## config.mk

```make
export PLATFORM = sky130hd
export DESIGN_NAME = fetch_unit
export DESIGN_NICKNAME = d
export VERILOG_FILES = /design/src/rtl/fetch_unit.sv
export SDC_FILE = /design/constraint.sdc
export NUM_CORES = 1
export LEC_CHECK = 0
export CAP_MARGIN = 15
export CORE_UTILIZATION = 50
export CTS_CLUSTER_DIAMETER = 60
export DETAILED_ROUTE_END_ITERATION = 8
export HOLD_SLACK_MARGIN = 0.05
export PLACE_DENSITY = 0.78
export SLEW_MARGIN = 10
export SYNTH_ARGS = -nofsm -noshare
export SYNTH_HDL_FRONTEND = slang
export SYNTH_SLANG_ARGS = --single-unit
```

## constraint.sdc

```tcl
create_clock -name clk -period 2.91 [get_ports clk]
set_clock_uncertainty 0.2 [all_clocks]
set_input_delay 0.4365 -clock clk [delete_from_list [all_inputs] [get_ports clk]]
set_output_delay 0.4365 -clock clk [all_outputs]
set_load 0.1 [all_outputs]
```

## src/rtl/fetch_unit.sv

```systemverilog
// Instruction prefetch unit: start->req 1 cycle, start->instr_valid 3 cycles; issue stalls while buffer+in-flight fill DEPTH.
// Valid/ready drain at one instr per cycle; define FETCH_UNIT_PERF_CNT_EN to add the fetch_cnt transfer counter.
module fetch_unit #(
    parameter int PC_W    = 8,
    parameter int INSTR_W = 16,
    parameter int DEPTH   = 4
) (
    input  logic               clk,
    input  logic               rst,
    input  logic               start,
    input  logic [PC_W-1:0]    start_pc,
    input  logic               stop,
    input  logic               redirect,
    input  logic [PC_W-1:0]    redirect_pc,
    output logic               imem_req,
    output logic [PC_W-1:0]    imem_addr,
    input  logic [INSTR_W-1:0] imem_rdata,
    output logic [INSTR_W-1:0] instr_out,
    output logic [PC_W-1:0]    instr_pc,
    output logic               instr_valid,
    input  logic               instr_ready,
    output logic               waiting
`ifdef FETCH_UNIT_PERF_CNT_EN
    ,
    output logic [15:0]        fetch_cnt
`endif
);

    localparam int AW = $clog2(DEPTH);
    localparam int CW = AW + 2;

    typedef enum logic {IDLE, RUN} state_t;

    state_t              state;
    logic [PC_W-1:0]     pc;
    logic [PC_W-1:0]     fl_pc;
    logic                fl_vld;
    logic [AW-1:0]       head;
    logic [AW-1:0]       tail;
    logic [AW:0]         count;
    logic [INSTR_W-1:0]  buf_instr [DEPTH];
    logic [PC_W-1:0]     buf_pc [DEPTH];

    logic                running;
    logic                hold;
    logic [CW-1:0]       occ;
    logic                issue;
    logic                push;
    logic                pop;

    // A redirect/stop cycle suppresses issue, delivery and the in-flight write.
    assign running     = (state == RUN) && !rst;
    assign hold        = redirect || stop;
    assign occ         = CW'(count) + CW'(fl_vld);
    assign issue       = running && !hold && (occ < CW'(DEPTH));
    assign push        = running && !hold && fl_vld;
    assign instr_valid = running && !hold && (count != '0);
    assign pop         = instr_valid && instr_ready;

    assign imem_req    = issue;
    assign imem_addr   = pc;
    assign instr_out   = buf_instr[head];
    assign instr_pc    = buf_pc[head];
    assign waiting     = (state == IDLE);

    always_ff @(posedge clk) begin
        if (rst) begin
            state  <= IDLE;
            pc     <= '0;
            fl_pc  <= '0;
            fl_vld <= 1'b0;
            head   <= '0;
            tail   <= '0;
            count  <= '0;
        end else begin
            case (state)
                IDLE: begin
                    fl_vld <= 1'b0;
                    if (start) begin
                        state <= RUN;
                        pc    <= start_pc;
                    end
                end
                RUN: begin
                    if (stop || redirect) begin
                        fl_vld <= 1'b0;
                        head   <= '0;
                        tail   <= '0;
                        count  <= '0;
                        if (stop) begin
                            state <= IDLE;
                        end else begin
                            pc <= redirect_pc;
                        end
                    end else begin
                        fl_vld <= issue;
                        if (issue) begin
                            fl_pc <= pc;
                            pc    <= pc + PC_W'(1);
                        end
                        if (push) begin
                            tail <= tail + AW'(1);
                        end
                        if (pop) begin
                            head <= head + AW'(1);
                        end
                        case ({push, pop})
                            2'b10:   count <= count + (AW+1)'(1);
                            2'b01:   count <= count - (AW+1)'(1);
                            default: count <= count;
                        endcase
                    end
                end
                default: state <= IDLE;
            endcase
        end
    end

    always_ff @(posedge clk) begin
        if (push) begin
            buf_instr[tail] <= imem_rdata;
            buf_pc[tail]    <= fl_pc;
        end
    end

`ifdef FETCH_UNIT_PERF_CNT_EN
    always_ff @(posedge clk) begin
        if (rst) begin
            fetch_cnt <= '0;
        end else if ((state == IDLE) && start) begin
            fetch_cnt <= '0;
        end else if (pop && (fetch_cnt != 16'hFFFF)) begin
            fetch_cnt <= fetch_cnt + 16'd1;
        end
    end
`endif

endmodule

```

Word-level counts from Yosys, hierarchy flattened. Memory sizes are Yosys's and may differ from the RTL's. A register that Yosys moved wholly into a read port is not among the register bits. Cells that the tools add are included.

Register bits after elaboration: 25. Memory bits (writable): 96. Output and inout port bits: 35. Word-level logic and storage cells: 64. Memories kept: 2.

Add/subtract/negate cells: 6. Order comparisons: 1. Equal/unequal tests: 5. Multiplexer cells: 23. Bitwise logic cells: 2. Reduce and logical (&&, ||, !) cells: 18.

Memories: buf_instr (words 4, width 16, rd ports 1, clocked after memory_dff 1, wr ports 1, RTL line 41) `logic [INSTR_W-1:0] buf_instr [DEPTH];`; buf_pc (words 4, width 8, rd ports 1, clocked after memory_dff 1, wr ports 1, RTL line 42) `logic [PC_W-1:0] buf_pc [DEPTH];`.

Operator list (number): 8-bit two-way mux (4); 2-bit two-way mux (8); 8-bit one-hot mux with 2 select lines (1); 8-bit by 1-bit adder with 8-bit output (second input constant) (1); 1-bit logical AND (6); 1-bit two-way mux (6); 3-bit one-hot mux with 2 select lines (1); 2-bit AND reduction (3); 3-bit AND reduction (2); 3-bit nonzero test (2); 2-bit by 1-bit adder with 2-bit output (second input constant) (2); 3-bit by 1-bit adder with 4-bit output (1); 4-bit by 3-bit < comparator with 1-bit output (second input constant) (1); 1-bit one-hot mux with 2 select lines (2); 2-bit nonzero test (2); 3-bit by 1-bit adder with 3-bit output (second input constant) (1); 3-bit two-way mux (1); 3-bit by 2-bit != test with 1-bit output (second input constant) (1); 3-bit != test (second input constant) (1); 3-bit by 1-bit subtractor with 3-bit output (second input constant) (1); 2-bit by 1-bit equality test with 1-bit output (second input constant) (1); 2-bit equality test (second input constant) (1); 1-bit logical NOT (2); 2-bit != test (second input constant) (1); other kinds (2) (3).

Logic depth before layout (Yosys ltp).
Word-level depth: 9. Mapped depth: 9. Gate-level depth less buffers: 7.

Least setup slack after synthesis. OpenSTA, ideal clock, no wires.

Kind: reg2out. Start point: reg state. End point: out instr_valid. Data arrival time: 2.600 ns. Required time: 2.274 ns. Slack: -0.326 ns. Stages on the path, launching flop included: 6. Path through: dfxtp_1 > buf_4 > clkbuf_1 > clkbuf_1 > nand3_1 > a31oi_1.

Word-level cells in the longest chain between the ends: 3.

Ends and longest elaborated chain: start, declared (RTL line 34) `state_t state;`; start signal, assigned (RTL line 68) `state <= IDLE;`; start signal, assigned (RTL line 80) `state <= RUN;`; start signal, assigned (RTL line 91) `state <= IDLE;`; 1-bit logical AND (RTL line 52) `assign running = (state == RUN) && !rst;`; 1-bit logical AND (2 in series) (RTL line 57) `assign instr_valid = running && !hold && (count != '0);`; end, declared (RTL line 20) `output logic instr_valid,`.

Every way passes these cells.

==> reports/results.txt <==
most common cell after layout, fill and taps aside: edfxtp_1
Mapped Nets: 362
Setup TNS: 0 ns
overall routing resource usage: 21.0%
first-pass GRT wire length: 15800 µm
min-delay worst type: reg -> reg
Area contributors post-synth: edfxtp_1, dfxtp_1, mux4_2
Final Cell Area: 6780 µm²
Detail Placement HPWL: 6330 µm
Reg2Reg Setup Slack: 0.89 ns
Yosys warnings: 0
min cycle time layout: 2.75 ns
syn_area_per_cell: 15.8 µm²
data required time of the worst path: 2.27 ns
Worst R2R Start: count[0]$_SDFFE_PP0P_
H-Tree Depth: 4
GRT Residual Overflow: 0
hold_ws: 0.299 ns
Cell Area, Placed: 6250 µm²
Clock Path Buffers: 2
CTS root buffer: clkbuf_8
Clk Latency, worst-skew pair: 0.51 ns
core area: 9770 µm²
Mapped Cells: 318
post-synth top area cell: edfxtp_1
Cell variety after synth: 51
1st-iter DRT viols: 101
DRC violations left: 0
number of global-route vias before repair: 3128
Fmax achieved: 0.363 GHz
CP startpoint kind: register
Synth Register Bits: 123
CP arrival: 2.12 ns
Leak: 2.32 nW
# setup viols final: 0
Final Max Tran Viols: 0
min-delay src: fl_pc[5]$_SDFFE_PP0P_
initial antenna violation count: 0
CP max FO: 13
max_cap viols: 0
CTS tree: yes
I/O pins: 73
PostCTS Resize Cnt: 0
NumNets Final: 450
Mapped Area: 5030 µm²
via count: 3136
Ant. Diodes: 0
Antenna Nets Post-Route: 0
most frequent cells in the layout: edfxtp_1, clkdlybuf4s50_1, buf_12
FF-to-FF End: count[2]$_SDFFE_PP0P_
path depth of the worst reg2reg path: 5
DRT Pass-1 Iters: 4
Worst-Margin Slew: 0.615 ns
DIE WIDTH: 102 µm
fraction of registers with async set/reset: 0%
status: complete, no violations
VDD IR-drop max: 585 µV
Num Clock Sinks: 123
Total Power: 4.01 mW
relative slew slack: 58.8%
fin crit share: 94.7%
WS Path Type: reg -> out
Hold Crit Endpoint: fl_pc[5]$_SDFFE_PP0P_
GP Congestion: 0.880
largest net degree at the start of global routing: 25
die area: 10500 µm²
crit end category: output pin
Primary FF master, synth: edfxtp_1
area of the multi-input gates: 1480 µm²
Site Rows: 36
worst hold stages: 2
Initial Util: 51.5%
EDFF count, synth: 96
Final Hold Fails: 0
FILL cells: 632
Via density: 5.68
DRT Wirelength: 10000 µm
register area share after synthesis: 68.0%
# hold bufs at CTS: 0
cts bufs inserted: 17
Storage cell area: 3420 µm²
Buffers on Ports: 72
Post-CTS Setup Bufs: 0
clock slew at reported path FFs: 0.06 ns
DR WL/cell: 18.2 µm
area share of the largest cell type after synthesis: 57.3%
Die Ht: 102 µm
PwrDens: 592 nW/µm²
unrepaired setup endpoints after global routing: no
area growth from synthesis to layout: 34.8%
layout cell share with drive strength beyond 1: 27.7%
-- power breakdown --
group / switching [mW] / internal (mW) / total, mW
clock network: 0.769 / 1.06 / 1.82
logic: 0.168 / 0.0977 / 0.266
registers: 0.0236 / 1.90 / 1.92
-- kinds of logic after synthesis --
| family | Yosys count | synth area share, % |
|---|---|---|
| flip-flops | 123 | 68.0 |
| AND/OR/NAND/NOR | 68 | 7.16 |
| AO/OA/AOI/OAI | 63 | 8.83 |
| buffers and inverters | 29 | 2.71 |
| multiplexers | 25 | 10.9 |
| adder cells (fa/ha/maj) | 6 | 1.64 |
| XOR/XNOR | 4 | 0.696 |
-- cell type report --
class	count	share of cell area, %
tap	133	2.45
timing repair buffer	89	16.9
clock buffer	17	6.11
multi-input combinational	166	21.8
sequential	123	50.5
inverter	9	0.498
clock inverter	15	1.72
-- stage by stage --
step,worst slack (ns),utilization [%],std cells
2_1_floorplan,0.232,-,318
3_3_place_gp,0.216,64.0,520
3_5_place_dp,0.170,64.0,520
4_1_cts,0.0750,69.4,552
5_1_grt,0.0321,69.4,552
6_report,0.156,69.4,552
-- Yosys cell counts (2+ instances only) --
cell type / count
edfxtp_1: 96
dfxtp_1: 27
mux4_2: 24
nand2_1: 19
o21ai_0: 19
nand3_1: 14
a21oi_1: 12
nor2_1: 10
inv_1: 9
clkbuf_1: 8
buf_2: 7
ha_1: 5
nand4_1: 5
o311ai_0: 5
a31oi_1: 4
and3_1: 4
buf_4: 3
nor2b_1: 3
nor3_1: 3
o31ai_1: 3
a2111o_1: 2
a21o_1: 2
a311oi_1: 2
and2_1: 2
o31a_1: 2
xnor2_1: 2
xor2_1: 2
-- state kept, by name, summed over array words and instances, names as in the netlist, named ones only --
| signal | count |
|---|---|
| fl_vld | 1 |
| tail | 2 |
| count | 3 |
| buf_instr | 64 |
| fl_pc | 8 |
| state | 1 |
| imem_addr | 8 |
| head | 2 |
| buf_pc | 32 |
-- routing by layer --
layer | vias up | global-route usage (%) | share of wire, %
met3 | 12 | 5.34 | 4.4
met4 | 0 | 9.78 | 1.7
li1 | 1442 | - | -
met2 | 106 | 35.5 | 52
met5 | - | 0 | 0
met1 | 1576 | 25.3 | 42
-- worst max-delay path, stage by stage, from the launching register on --
cell	delay, ns
dfxtp_2	0.63
buf_12	0.23
mux4_2	0.55
buf_12	0.19
-- worst max-delay path by stage --
stage,end,from,depth (start not counted)
6_report,instr_out[8],register,3
5_1_grt,instr_out[8],register,3
4_1_cts,instr_out[8],register,3
3_5_place_dp,imem_req,stop,5
3_3_place_gp,imem_req,stop,5
2_1_floorplan,instr_valid,state$_SDFF_PP0_,5
No activity file was read; power rests on OpenSTA's default activity.
